`src/rtl/mem_read_arbiter.sv`:
```
// Two-requester read arbiter sharing a single DDR3 read port, one read outstanding at a time.
// Winner is picked in IDLE by round-robin or fixed r0 priority; read data is passed through to both.
module mem_read_arbiter #(
  parameter int unsigned ADDR_W = 29,
  parameter int unsigned DATA_W = 64
) (
  input  logic              clock,
  input  logic              reset_l,
  input  logic              prio_mode,
  input  logic [ADDR_W-1:0] r0_addr,
  input  logic              r0_read_en,
  output logic              r0_wait,
  output logic [DATA_W-1:0] r0_data,
  output logic              r0_ack,
  input  logic [ADDR_W-1:0] r1_addr,
  input  logic              r1_read_en,
  output logic              r1_wait,
  output logic [DATA_W-1:0] r1_data,
  output logic              r1_ack,
  output logic [ADDR_W-1:0] mem_addr,
  output logic              mem_read_en,
  input  logic              mem_wait,
  input  logic [DATA_W-1:0] mem_data,
  input  logic              mem_ack
);

  typedef enum logic [1:0] {
    StIdle  = 2'd0,
    StIssue = 2'd1,
    StResp  = 2'd2
  } state_e;

  state_e            r_state, w_state_next;
  logic [ADDR_W-1:0] r_addr, w_addr_next;
  logic              r_owner, w_owner_next;
  logic              r_last_grant, w_last_grant_next;
  logic              w_winner;
  logic              w_accept;

  // On a tie in round-robin mode the requester not granted last time wins.
  always_comb begin
    w_winner = 1'b0;
    if (r0_read_en && r1_read_en) begin
      w_winner = prio_mode ? 1'b0 : ~r_last_grant;
    end else if (r1_read_en) begin
      w_winner = 1'b1;
    end
  end

  assign w_accept = (r_state == StIdle) && (r0_read_en || r1_read_en);

  always_comb begin
    w_state_next      = r_state;
    w_addr_next       = r_addr;
    w_owner_next      = r_owner;
    w_last_grant_next = r_last_grant;
    mem_read_en       = 1'b0;
    r0_ack            = 1'b0;
    r1_ack            = 1'b0;
    r0_wait           = ~(w_accept && !w_winner);
    r1_wait           = ~(w_accept && w_winner);
    unique case (r_state)
      StIdle: begin
        if (w_accept) begin
          w_addr_next       = w_winner ? r1_addr : r0_addr;
          w_owner_next      = w_winner;
          w_last_grant_next = w_winner;
          w_state_next      = StIssue;
        end
      end
      StIssue: begin
        mem_read_en = 1'b1;
        if (!mem_wait) begin
          w_state_next = StResp;
        end
      end
      StResp: begin
        if (mem_ack) begin
          r0_ack       = ~r_owner;
          r1_ack       = r_owner;
          w_state_next = StIdle;
        end
      end
      default: begin
        w_state_next = StIdle;
      end
    endcase
  end

  always_ff @(posedge clock or negedge reset_l) begin
    if (!reset_l) begin
      r_state      <= StIdle;
      r_addr       <= '0;
      r_owner      <= 1'b0;
      r_last_grant <= 1'b1;
    end else begin
      r_state      <= w_state_next;
      r_addr       <= w_addr_next;
      r_owner      <= w_owner_next;
      r_last_grant <= w_last_grant_next;
    end
  end

  assign mem_addr = r_addr;
  assign r0_data  = mem_data;
  assign r1_data  = mem_data;

endmodule

```
`config.mk`:
```
export PLATFORM = sky130hd
export DESIGN_NAME = mem_read_arbiter
export DESIGN_NICKNAME = d
export VERILOG_FILES = /design/src/rtl/mem_read_arbiter.sv
export SDC_FILE = /design/constraint.sdc
export NUM_CORES = 1
export LEC_CHECK = 0
export BUFFER_PORTS_ARGS = -buffer_cell sky130_fd_sc_hd__buf_4
export CAP_MARGIN = 0
export CORE_AREA = 3 3 113 115
export DETAILED_ROUTE_END_ITERATION = 12
export DIE_AREA = 0 0 116 118
export PLACE_DENSITY_LB_ADDON = 0.15
export SLEW_MARGIN = 30
export SYNTH_ARGS = -nofsm -noshare
export SYNTH_HDL_FRONTEND = slang
export SYNTH_SLANG_ARGS = --single-unit
export TNS_END_PERCENT = 20
```
`constraint.sdc`:
```
create_clock -name clock -period 1.7 [get_ports clock]
set_input_delay 0.34 -clock clock [delete_from_list [all_inputs] [get_ports clock]]
set_output_delay 0.34 -clock clock [all_outputs]
set_load 0.05 [all_outputs]
```
==> results_dict.tcl, run 1 <==
set metrics [dict create \
    synth_top_area_cell "buf_4" \
    num_rows 40 \
    wl_met2_um 4610 \
    comb_power_share_pct 63.5 \
    initial_core_util_pct 24.3 \
    synth-edff-count 0 \
    vdd.ir_drop.worst_mv 0.538 \
    status "finished clean" \
    max_freq_mhz 603 \
    fin_skew_ns 0.00444 \
    multi_input_area_um2 897 \
    drv_cap 0 \
    synth.most_common_cell "buf_4" \
    synth_cell_types 21 \
    diodes 0 \
    drive_gt1_share_pct 53.3 \
    utilization_pct 25.1 \
    hold_violations 0 \
    antenna_found_initial 0 \
    internal-power_mw 3.12 \
    pre_cts_slack_ns 0.229 \
    powerDensity_nw_per_um2 2130 \
    first_pass_iters 4 \
    cts.sinks 33 \
    max_slew_margin_pct 68.3 \
    yosysSeqAreaShare_pct 28.5 \
    routedWlPerCell_um 23.6 \
    cp-end-kind "output pin" \
    cts_tree "yes" \
    rsz0062_at_grt "no" \
    nNetsFinal 413 \
    synth.avg_cell_area_um2 9.09 \
    clock-root-buffer "clkbuf_16" \
    htreeDepth 2 \
    setup_viol 0 \
    finish.instance_area_um2 2990 \
    ys_ff_latch 33 \
    setup_tns_ns 0 \
    synth.top_cell.area_share_pct 33.6 \
    place_congestion 0.769 \
    met1Wirelength_um 3840 \
    finalMaxSlewViolations 0 \
    power.total_mw 6.36 \
    power.leakage_nw 1.33 \
    path_class "flip-flop to output pin" \
    clock_latency_ns 0.28 \
    top_layer_used "met4" \
    grt_start_max_net_pins 37 \
    startpoint_type "flip-flop" \
    drt_iter0_drc 170 \
    max_slew.worst_pin.slew_ns 0.475 \
    synth_nets 448 \
    ios 291 \
    p_sw_share_pct 51.0 \
    worst_slack_ns 0.0427 \
    critical_path_arrival_ns 1.32 \
    final.min_clock_period_ns 1.66 \
    fin_crit_sh_pct 97.5 \
    seqPwrFrac_pct 22.6 \
    switchingPower_mw 3.24 \
    post_dp_cell_area_um2 2830 \
    grt_pass1_vias 2022 \
    nFillCells 1307 \
    clockBufferDepth 2 \
    syn_to_final_growth_pct 3.24 \
    vias 2006 \
    grt_first_pass_wirelength_um 14100 \
    regToRegSetupSlack_ns 0.28 \
    numCtsBuffers 5 \
    ant_nets 0 \
    dieArea_um2 13700 \
    synth_top_flop_cell "dfrtp_1" \
    final-seq-area_um2 827 \
    design.core.area_um2 11900 \
    synthesis.area_um2 2900 \
    routed_via_density 4.64 \
    die_y_um 118 \
    synth_area_leaders "buf_4 34%, dfrtp_1 28%, o221ai_2 15%, nand4_1 6.3%, nand3_1 5.0%" \
    crit_required_ns 1.36 \
    die_width_um 116 \
    yosysWarnings 0 \
    path_clk_slew_ns 0.06 \
    grt_overflow 0 \
    drc_errors 0 \
    grt_usage_pct 13.8 \
    crit_path_max_fanout 4 \
    wl_um 10200 \
    cts_hold_buffers 0 \
    met3RoutedLength_um 1460 \
    min_path_type "input port to asynchronous set/reset pin" \
    place_hpwl_um 7670 \
    synthArstFlopShare_pct 100 \
    synth_commonest_cells "130 x buf_4, 32 x dfrtp_1" \
    syn-instance-count 319 \
    pwr-share-clk_pct 13.9 \
    port_buffers 98 \
]
-- stage by stage --
step | cells | hold slack (ns)
detailed placement | 423 | 0.344
finish | 432 | 0.0166
floorplan | 319 | 0.0444
CTS | 432 | 0.0417
global placement | 423 | 0.341
global route | 432 | 0.0475
-- power by group through the flow --
stage               clock [mW]  sequential, mW  combinational (mW)
CTS                      0.912            1.45                4.08
detailed placement           0            1.46                4.04
global route             0.952            1.48                4.29
floorplan                    0            2.60                2.50
finish                   0.882            1.44                4.04
global placement             0            1.44                4.02
-- layer usage --
layer | vias to the layer above | global-route usage, %
li1 | 895 | -
met1 | 902 | 16.9
met2 | 185 | 20.4
met3 | 24 | 7.92
met4 | 0 | 4.50
met5 | - | 0
-- kinds of logic after synthesis --
| kind of cell | after synthesis | share of synthesized area [%] |
|---|---|---|
| DFF | 33 | 28.5 |
| AOI/OAI and AO/OA | 33 | 16.0 |
| and+or+nand+nor | 73 | 14.2 |
| buffers and inverters | 180 | 41.4 |
-- area by class of cell --
| class | count | share of cell area, % |
|---|---|---|
| inverter | 29 | 3.64 |
| multi-input combinational | 106 | 30.0 |
| clock inverter | 2 | 0.334 |
| sequential | 33 | 27.6 |
| timing repair buffer | 109 | 28.0 |
| clock buffer | 6 | 4.30 |
| tap | 147 | 6.14 |
-- state kept, by name, summed over array words and instances (netlist names) --
signal	count
r_owner	1
r_last_grant	1
r_state	2
mem_addr	29
-- final timing paths --
path,cells after the start,endpoint,start
min in group clock,2,r_state[1]$_DFFE_PN0P_,mem_ack
worst min-delay path,1,mem_addr[1]$_DFFE_PN0P_,reset_l
worst max register to register,4,r_owner$_DFFE_PN0P_,r_state[1]$_DFFE_PN0P_
worst max-delay path,4,r0_wait,r_last_grant$_DFFE_PN1P_
worst min register to register,1,r_owner$_DFFE_PN0P_,r_owner$_DFFE_PN0P_
max in group asynchronous,1,r_last_grant$_DFFE_PN1P_,reset_l
-- worst max-delay path, stage by stage, from the launching register on --
cell and delay, ns:
dfstp_2 0.54, o21ai_2 0.06, and2_4 0.16, nand2b_4 0.14, buf_8 0.14
-- cell usage in the layout, fill, tap and decap left out --
cell type,Yosys,routed
nor2b_1,1,1
or2_1,0,1
clkinv_2,0,2
o21ai_1,2,1
dfstp_2,1,1
inv_1,29,29
nand4_1,29,29
nor3_1,1,1
buf_4,130,107
nand2b_1,3,2
o221ai_2,29,29
and2_4,1,2
nor3b_2,0,1
nand3_1,29,29
buf_12,0,1
dfrtp_1,32,32
o21ai_2,0,1
clkbuf_16,0,5
clkbuf_1,7,1
a22o_1,2,2
buf_8,0,1
nor2_4,0,1
nand2b_4,0,1
nand2_1,5,5
-- timing repair --
| item | CTS | global route |
|---|---|---|
| pin swaps | 0 | 1 |
| setup buffers | 1 | 0 |
| endpoints found under the setup margin | 1 | 1 |
| hold endpoints to repair | 0 | 0 |
| gates resized for setup | 4 | 0 |
No activity file was read; power rests on OpenSTA's default activity.
==> run 2, diff against run 1 <==
PLACE_DENSITY_LB_ADDON = unset   (was 0.15)
==> results_dict.tcl, run 2 (synthesized netlist as in run 1, its figures left out) <==
set metrics [dict create \
    cp-end-kind "output pin" \
    design.core.area_um2 11900 \
    numCtsBuffers 5 \
    r2r_end "mem_addr[4]$_DFFE_PN0P_" \
    hold_violations 0 \
    num_rows 40 \
    layout_commonest_cell "buf_4" \
    finalMaxSlewViolations 0 \
    antenna_found_initial 0 \
    syn_to_final_growth_pct 3.11 \
    cts.sinks 33 \
    ant_nets 0 \
    cts_hold_buffers 0 \
    max_freq_mhz 604 \
    pre_cts_slack_ns 0.229 \
    largest_reg_flops 29 \
    clock-root-buffer "clkbuf_16" \
    clockBufferDepth 2 \
    dp_cells 422 \
    wl_um 9580 \
    powerDensity_nw_per_um2 2100 \
    clock_latency_ns 0.27 \
    path_clk_slew_ns 0.05 \
    vias 2056 \
    drv_cap 0 \
    fin_skew_ns 0.00174 \
    drc_errors 0 \
    rr_startpoint "r_state[1]$_DFFE_PN0P_" \
    final_cell_mix "108 x buf_4, 32 x dfrtp_1" \
    drt_iter0_drc 237 \
    routed_via_density 4.75 \
    drive_gt1_share_pct 53.1 \
    stdcell_count 433 \
    first_pass_iters 4 \
    status "finished clean" \
    htreeDepth 2 \
    final.min_clock_period_ns 1.66 \
    crit_path_max_fanout 3 \
    nNetsFinal 414 \
    cts_tree "yes" \
    worst_slack_ns 0.0432 \
    grt_overflow 0 \
    die_width_um 116 \
    crit_required_ns 1.36 \
    worst_hold_slack_ns 0.0128 \
    setup_tns_ns 0 \
    path_class "flip-flop to output pin" \
    cp-startpoint "r_last_grant$_DFFE_PN1P_" \
    grt_first_pass_wirelength_um 13600 \
    dieArea_um2 13700 \
    startpoint_type "flip-flop" \
    min_path_type "input port to asynchronous set/reset pin" \
    power.leakage_nw 1.33 \
    rsz0062_at_grt "no" \
    ios 291 \
    regToRegSetupSlack_ns 0.27 \
    utilization_pct 25.1 \
    initial_core_util_pct 24.3 \
    grt_usage_pct 13.2 \
    place_hpwl_um 7610 \
    die_y_um 118 \
    critical_path_arrival_ns 1.32 \
    finish.instance_area_um2 2990 \
    reg2reg_depth 5 \
    grt_start_max_net_pins 34 \
    nFillCells 1289 \
    port_buffers 98 \
    routedWlPerCell_um 22.1 \
    setup_viol 0 \
    max_slew_margin_pct 70.7 \
    fin_crit_sh_pct 97.5 \
    crit_end "r0_wait" \
    place_congestion 0.756 \
    post_dp_cell_area_um2 2820 \
    diodes 0 \
    vdd.ir_drop.worst_mv 0.411 \
    max_slew.worst_pin.slew_ns 0.439 \
    grt_pass1_vias 2085 \
    power.total_mw 6.29 \
]
[run 2: area by class of cell]
cell class              count  area [um^2]  area share, %
well taps                 147          184           6.15
clock buffers               6          129           4.31
clock inverters             2         10.0          0.335
repair buffers            110          842           28.2
inverters                  29          109           3.64
flip-flops and latches     33          827           27.7
multi-input cells         106          890           29.7
[run 2: metal layers]
layer,vias up,GRT usage (%),part of all wire [%]
met4,2,4.35,2.2
met2,195,21.9,48
li1,899,-,-
met5,-,3.14,0.56
met3,21,8.12,16
met1,939,13.3,33
[run 2: how the worst min path moves through the flow]
stage | start | to | slack, ns | cells after the start
2_1_floorplan | reset_l | mem_addr[0]$_DFFE_PN0P_ | 0.04 | 0
3_3_place_gp | reset_l | mem_addr[25]$_DFFE_PN0P_ | 0.32 | 1
3_5_place_dp | reset_l | mem_addr[25]$_DFFE_PN0P_ | 0.33 | 1
4_1_cts | reset_l | mem_addr[1]$_DFFE_PN0P_ | 0.03 | 1
5_1_grt | reset_l | mem_addr[1]$_DFFE_PN0P_ | 0.05 | 1
6_report | reset_l | mem_addr[25]$_DFFE_PN0P_ | 0.01 | 1
[run 2: what timing repair did]
item | in CTS | in global routing
pin swaps | 1 | 1
resized for setup | 2 | 0
setup buffers | 3 | 0
endpoints found under the setup margin | 2 | 1
[run 2: worst max-delay path, stage by stage (launching register included)]
cell and delay [ns]:
dfstp_2 0.54, o21ai_2 0.06, and2_4 0.15, nand2b_1 0.15, buf_6 0.15
[run 2: power by group]
part           internal, mW  switching (mW)
Sequential             1.19           0.263
Combinational          1.40            2.59
Clock                 0.537           0.318
Total                  3.12            3.17
